--- src/rtl/exec_sequencer.sv ---
`default_nettype none
// ============================================================================
// Module      : exec_sequencer
// Description : Two-phase instruction sequencer (register-write strobe, then
//               PC-advance strobe) with free run, single step and breakpoint.
// Revision    : 1.0 - initial release
// ============================================================================
module exec_sequencer #(
  parameter int PERIOD   = 50_000_000,
  parameter int PC_W     = 5,
  parameter int DEBOUNCE = 1_000_000,
  parameter int CNT_W    = 32
) (
  input  logic            CLK,
  input  logic            RST_N,
  input  logic            LOAD_DONE,
  input  logic            RUN_SW,
  input  logic            STEP_BTN,
  input  logic [2:0]      RATE_SEL,
  input  logic            BRK_EN,
  input  logic [PC_W-1:0] BRK_ADDR,
  input  logic [PC_W-1:0] PC,
  output logic            REG_WE_STB,
  output logic            PC_ADV_STB,
  output logic            HALTED,
  output logic [1:0]      STATE,
  output logic [15:0]     INSTR_CNT
);

  typedef enum logic [1:0] {
    S_IDLE   = 2'b00,
    S_EXEC_A = 2'b01,
    S_EXEC_B = 2'b10,
    S_HALT   = 2'b11
  } state_t;

  localparam logic [CNT_W-1:0]  c_PERIOD  = CNT_W'(PERIOD);
  localparam int                c_DB_W    = (DEBOUNCE > 1) ? $clog2(DEBOUNCE) : 1;
  localparam logic [c_DB_W-1:0] c_DB_LAST = c_DB_W'(DEBOUNCE - 1);

  // ---------------------------------------------------------------- step button
  logic              r_sync1;
  logic              r_sync2;
  logic              r_db_level;
  logic              r_press;
  logic [c_DB_W-1:0] r_db_cnt;

  always_ff @(posedge CLK or negedge RST_N) begin
    if (!RST_N) begin
      r_sync1    <= 1'b0;
      r_sync2    <= 1'b0;
      r_db_level <= 1'b0;
      r_press    <= 1'b0;
      r_db_cnt   <= '0;
    end else begin
      r_sync1 <= STEP_BTN;
      r_sync2 <= r_sync1;
      r_press <= 1'b0;
      if (r_sync2 == r_db_level) begin
        r_db_cnt <= '0;
      end else if (r_db_cnt == c_DB_LAST) begin
        // DEBOUNCE consecutive differing samples: accept the new level
        r_db_level <= r_sync2;
        r_db_cnt   <= '0;
        r_press    <= r_sync2;
      end else begin
        r_db_cnt <= r_db_cnt + 1'b1;
      end
    end
  end

  // ---------------------------------------------------------------- phase length
  logic [CNT_W-1:0] w_n_sel;

  always_comb begin
    w_n_sel = c_PERIOD >> RATE_SEL;
    if (w_n_sel == '0) w_n_sel = CNT_W'(1);
  end

  // ---------------------------------------------------------------- sequencer
  state_t           r_state;
  state_t           w_state_nxt;
  logic [CNT_W-1:0] r_cnt;
  logic [CNT_W-1:0] w_cnt_nxt;
  logic [CNT_W-1:0] r_n;
  logic [CNT_W-1:0] w_n_nxt;
  logic             r_skip;
  logic             w_skip_nxt;
  logic             r_step;
  logic             w_step_nxt;
  logic             w_enter;
  logic             w_done;
  logic             w_brk_hit;
  logic             w_we_nxt;
  logic             w_adv_nxt;
  logic             r_we;
  logic             r_adv;
  logic             r_halted;
  logic [15:0]      r_instr;

  always_comb begin
    w_state_nxt = r_state;
    w_cnt_nxt   = (&r_cnt) ? r_cnt : r_cnt + 1'b1;
    w_n_nxt     = r_n;
    w_skip_nxt  = r_skip;
    w_step_nxt  = r_step;
    w_enter     = 1'b0;
    w_done      = (r_cnt >= r_n);
    // r_cnt==1 marks the entry cycle of EXEC_A, when PC shows the new address
    w_brk_hit   = BRK_EN && (PC == BRK_ADDR) && !r_skip && (r_cnt == CNT_W'(1));

    case (r_state)
      S_IDLE: begin
        if (LOAD_DONE) begin
          w_state_nxt = RUN_SW ? S_EXEC_A : S_HALT;
          w_enter     = RUN_SW;
        end
      end
      S_EXEC_A: begin
        if (w_brk_hit) begin
          w_state_nxt = S_HALT;
        end else if (w_done) begin
          w_state_nxt = S_EXEC_B;
          w_enter     = 1'b1;
        end
      end
      S_EXEC_B: begin
        if (w_done) begin
          w_skip_nxt = 1'b0;
          w_step_nxt = 1'b0;
          if (RUN_SW && !r_step) begin
            w_state_nxt = S_EXEC_A;
            w_enter     = 1'b1;
          end else begin
            w_state_nxt = S_HALT;
          end
        end
      end
      default: begin
        if (r_press) begin
          w_skip_nxt  = 1'b1;
          w_step_nxt  = !RUN_SW;
          w_state_nxt = S_EXEC_A;
          w_enter     = 1'b1;
        end
      end
    endcase

    if (w_enter) begin
      w_cnt_nxt = CNT_W'(1);
      w_n_nxt   = w_n_sel;
    end

    if (!LOAD_DONE) begin
      w_state_nxt = S_IDLE;
      w_skip_nxt  = 1'b0;
      w_step_nxt  = 1'b0;
    end

    if (w_state_nxt == S_IDLE || w_state_nxt == S_HALT) w_cnt_nxt = '0;

    w_we_nxt  = (w_state_nxt == S_EXEC_A) && (w_cnt_nxt == w_n_nxt);
    w_adv_nxt = (w_state_nxt == S_EXEC_B) && (w_cnt_nxt == w_n_nxt);
  end

  always_ff @(posedge CLK or negedge RST_N) begin
    if (!RST_N) begin
      r_state  <= S_IDLE;
      r_cnt    <= '0;
      r_n      <= '0;
      r_skip   <= 1'b0;
      r_step   <= 1'b0;
      r_we     <= 1'b0;
      r_adv    <= 1'b0;
      r_halted <= 1'b0;
      r_instr  <= '0;
    end else begin
      r_state  <= w_state_nxt;
      r_cnt    <= w_cnt_nxt;
      r_n      <= w_n_nxt;
      r_skip   <= w_skip_nxt;
      r_step   <= w_step_nxt;
      r_we     <= w_we_nxt;
      r_adv    <= w_adv_nxt;
      r_halted <= (w_state_nxt == S_HALT);
      if (w_adv_nxt) r_instr <= r_instr + 16'd1;
    end
  end

  assign REG_WE_STB = r_we;
  assign PC_ADV_STB = r_adv;
  assign HALTED     = r_halted;
  assign STATE      = r_state;
  assign INSTR_CNT  = r_instr;

endmodule
`default_nettype wire

--- config.mk ---
export PLATFORM = sky130hd
export DESIGN_NAME = exec_sequencer
export DESIGN_NICKNAME = d
export VERILOG_FILES = /design/src/rtl/exec_sequencer.sv
export SDC_FILE = /design/constraint.sdc
export NUM_CORES = 1
export LEC_CHECK = 0
export CELL_PAD_IN_SITES_DETAIL_PLACEMENT = 0
export CELL_PAD_IN_SITES_GLOBAL_PLACEMENT = 1
export CORE_UTILIZATION = 42
export DETAILED_ROUTE_END_ITERATION = 10
export PLACE_DENSITY_LB_ADDON = 0.08
export SLEW_MARGIN = 20
export SYNTH_ARGS = -nofsm -noshare
export SYNTH_HDL_FRONTEND = slang
export SYNTH_SLANG_ARGS = --single-unit
--- constraint.sdc ---
create_clock -name CLK -period 5.6 [get_ports CLK]
set_clock_uncertainty 0.15 [all_clocks]
set_input_delay 1.12 -clock CLK [delete_from_list [all_inputs] [get_ports CLK]]
set_output_delay 1.12 -clock CLK [all_outputs]
set_load 0.01 [all_outputs]
==> run_results.csv <==
group,metric,value,unit
setup_path,crit-reg2reg-launch,"r_cnt[30]",
placed_design,gp_routability_congestion,0.953,
power_and_ir_drop,vdd_ir_drop_max,168,uV
hold_path,hold_path_startpoint,"r_sync1",
routing,wire_length_after_detailed_routing,23.7,mm
placed_design,dpl-instance-area,0.00835,mm^2
placed_design,io_buffer_count,39,
run_status,status,"complete, no violations",
setup_path,category_of_the_worst_setup_path_capture_point,"flop",
cts,cts_max_path_buffers,2,
routing,via_density_per_instance,6.02,
synthesis,synth_cell_area,0.00728,mm^2
global_route,first_pass_grt_wire_length,37.6,mm
die,core_region_area,0.0168,mm^2
setup_path,critPathArrivalTime,5460,ps
die,num_io_pins,40,
synthesis,post-synth-top-area-fraction,38.1,%
setup_path,cp_slowest_cell,"or4_1",
die,die_y,134,um
placed_design,dpl.hpwl,18.1,mm
synthesis,ys_ff_latch,111,
cells_and_area,fraction_of_layout_cells_with_a_size_suffix_above_1,12.3,%
setup_path,crit_path_category,"reg -> reg",
synthesis,syn-num-nets,896,
power_and_ir_drop,power.leakage,0.00374,uW
cells_and_area,final_layout_net_count,983,
global_route,grt_max_degree,76,
timing,fin_hold_ws,202,ps
cells_and_area,fin_area,0.00874,mm^2
placed_design,place_ws,-118,ps
cts,cts_buffers,9,
synthesis,synthDistinctLibCells,70,
synthesis,share_of_synthesized_flip_flops_with_an_asynchronous_set_or_reset,100,%
setup_path,path_delay_family,"simple AND/OR/NAND/NOR gates",
timing,report.final.hold_viol_count,0,
cts,clk_lat_worst_skew,360,ps
timing,setup_violations,0,
cts,worst_setup_hold_path_clk_slew,80,ps
timing,fin_crit_sh,95.8,%
die,die_width,134,um
synthesis,sequential_to_total_area_share_from_yosys_stat,38.1,%
setup_path,crit_required,5700,ps
setup_path,critPathMaxStageDelay,540,ps
routing,drt_drc_violations_left,0,
timing,tightestPinTransition,931,ps
cts,ctsHoldBuffers,0,
placed_design,numPlacedInstances,1132,
synthesis,number_of_flops_mapped_to_enable_cells_by_yosys,0,
setup_path,worstPathBufferInverterCount,5,
synthesis,synth_top_flop_cell,"dfrtp_1",
synthesis,syn-instance-count,838,
routing,ant_nets,0,
routing,first_iter_violations,530,
synthesis,yosysWarningCount,0,
synthesis,synth_top_area_cell,"dfrtp_1",
setup_path,worst-path-max-fanout,14,
global_route,globalRouteTotalUtil,27.6,%
cts,h-tree-depth,3,
routing,firstDrtPassIters,5,
routing,avgRoutedWirePerCell,20.6,um
power_and_ir_drop,power_density,248,mW/mm^2
cts,cts.sink_count,111,
die,initial_core_util,43.5,%
cts,cts_tree,"done",
setup_path,crit_path_start,"r_cnt[30]",
die,num_rows,47,
global_route,number_of_antenna_violations_at_the_first_check_in_global_routing,0,
timing,clock.fmax,186,MHz
timing,post_layout_worst_setup_margin,237,ps
cells_and_area,post_layout_nonfiller_instances,1149,
setup_path,crit_path_cell_trace,"ha_1, nand4_1, nor4_4, buf_4, a211oi_1, o21ai_2, nor2_4, o21ai_1, and3_1, a211o_1, inv_1, ha_2, buf_6, or4_1, and2_1, a221o_1, o31a_1, nor4_4, buf_4, buf_12, nand4_1, xnor2_1",
run,drv_cap,0,
cells_and_area,area_growth,20.0,%
cts,clock_tree.root_cell,"clkbuf_16",
routing,via_count,6912,
global_route,globalRouteOverflowTotal,0,
timing,timing.max_slew.rel_slack,36.4,%
synthesis,ys_top_cells_by_area,"dfrtp_1 38%, ha_1 6.7%, xnor2_1 6.5%",
cells_and_area,antenna_cells_inserted,0,
synthesis,syn_avg_cell_area,8.69,um^2
die,die_area,0.0179,mm^2
hold_path,worst_hold_path_type,"reg -> reg",
timing,final_period_minus_worst_setup_slack,5360,ps
setup_path,crit_path_start_kind,"flop",
timing,report.final.slew_viol_count,0,
global_route,grt_pass1_vias,6656,
power_and_ir_drop,power,2170,uW
-- synthesized netlist by cell type (all sizes together) (6+ instances only) --
cell / instances
a21oi: 34
a31oi: 13
and2: 10
and3: 22
and4: 11
buf: 7
clkbuf: 29
dfrtp: 111
ha: 39
inv: 48
mux2i: 8
nand2: 64
nand3: 37
nand4: 45
nor2: 92
nor3: 27
nor4: 19
o211ai: 6
o21ai: 47
o31ai: 7
or3: 11
xnor2: 54
xor2: 10
-- metrics by stage --
| stage | setup TNS (ps) | util [%] |
|---|---|---|
| 6_report | 0 | 52.2 |
| 4_1_cts | 0 | 51.7 |
| 5_1_grt | -85.7 | 52.2 |
| 2_1_floorplan | 0 | - |
| 3_3_place_gp | -230 | 49.8 |
| 3_5_place_dp | -1420 | 49.8 |
-- routing by layer --
metal	routed length, um	global-route usage, %	part of all wire [%]	up-vias
li1	-	-	-	3249
met3	1520	4.76	6.4	41
met2	10700	42.9	45	241
met1	10900	39.4	46	3381
met4	572	7.58	2.4	0
met5	0	0	0	-
-- worst register-to-register path: stages, from the launching register on --
cell and delay, ps:
dfrtp_1 410, ha_1 350, nand4_1 240, nor4_4 70, buf_4 140, a211oi_1 340
o21ai_2 180, nor2_4 170, o21ai_1 60, and3_1 200, a211o_1 260, inv_1 110
ha_2 330, buf_6 180, or4_1 540, and2_1 180, a221o_1 290, o31a_1 300
nor4_4 160, buf_4 180, buf_12 130, nand4_1 120, xnor2_1 150
-- layout by cell type (no fill, tap or decap), types with 3 or more instances in the layout --
master and count:
o21ai_1 3, o2111ai_1 3, o21a_1 5, xnor2_1 53
inv_1 48, a21oi_1 34, ha_1 38, nand2b_1 5
nor3_1 26, or4_1 3, and4_1 11, o311ai_0 3
o221ai_1 3, buf_4 71, or3_1 11, and2_1 10
nor2b_1 4, a211oi_1 5, and3_1 22, clkbuf_16 9
mux2_2 3, nand3_1 35, nor4bb_1 3, a2111oi_0 5
dfrtp_1 110, nor4_1 15, xor2_1 10, clkdlybuf4s50_1 38
nand4_1 44, nor4b_1 4, mux2i_1 8, o211ai_1 6
o21ai_0 42, nor2_1 91, a41oi_1 3, nand2_1 63
a31oi_1 13, o31ai_1 7
-- report_power, final --
part | total (uW) | switching, uW | internal, uW
registers | 925 | 62.3 | 863
clock network | 695 | 327 | 368
logic | 551 | 331 | 220
total | 2170 | 720 | 1450
-- kinds of logic after synthesis --
family                   count (synthesis)  synth area share, %
buffers and inverters                   84                 4.55
XOR/XNOR                                64                 7.69
multiplexers                            12                 1.77
adder cells (fa/ha/maj)                 39                 6.70
AO/OA/AOI/OAI                          161                 14.3
AND/OR/NAND/NOR                        367                 26.8
flip-flops                             111                 38.1
-- layout make-up --
cell class,instances,area [um^2]
fillers,1599,8020
inverters,48,180
clock inverters,5,75.1
flip-flops and latches,111,2780
clock buffers,10,239
multi-input cells,643,4240
well taps,220,275
repair buffers,112,956
-- worst paths after layout --
kind / to / slack, ps / cells past startpoint
setup reg to reg: INSTR_CNT[7] / 240 / 22
setup / recovery: INSTR_CNT[7] / 240 / 22
max in group asynchronous: r_n[25] / 3650 / 2
hold reg to reg: r_sync2 / 200 / 0
hold / removal: r_sync2 / 200 / 0
min in group asynchronous: r_cnt[30] / 640 / 1
-- registers in the layout (all words and copies together) (netlist names), 2 cells and up --
register	flops
INSTR_CNT	16
r_cnt	32
r_n	32
r_db_cnt	20
STATE	2
-- repair_timing --
item                       in CTS  in global routing
setup endpoints to repair      16                 18
resized for setup               1                 15
pin swaps                       1                  9
setup buffers                   0                  2
No activity file was read; power rests on OpenSTA's default activity.
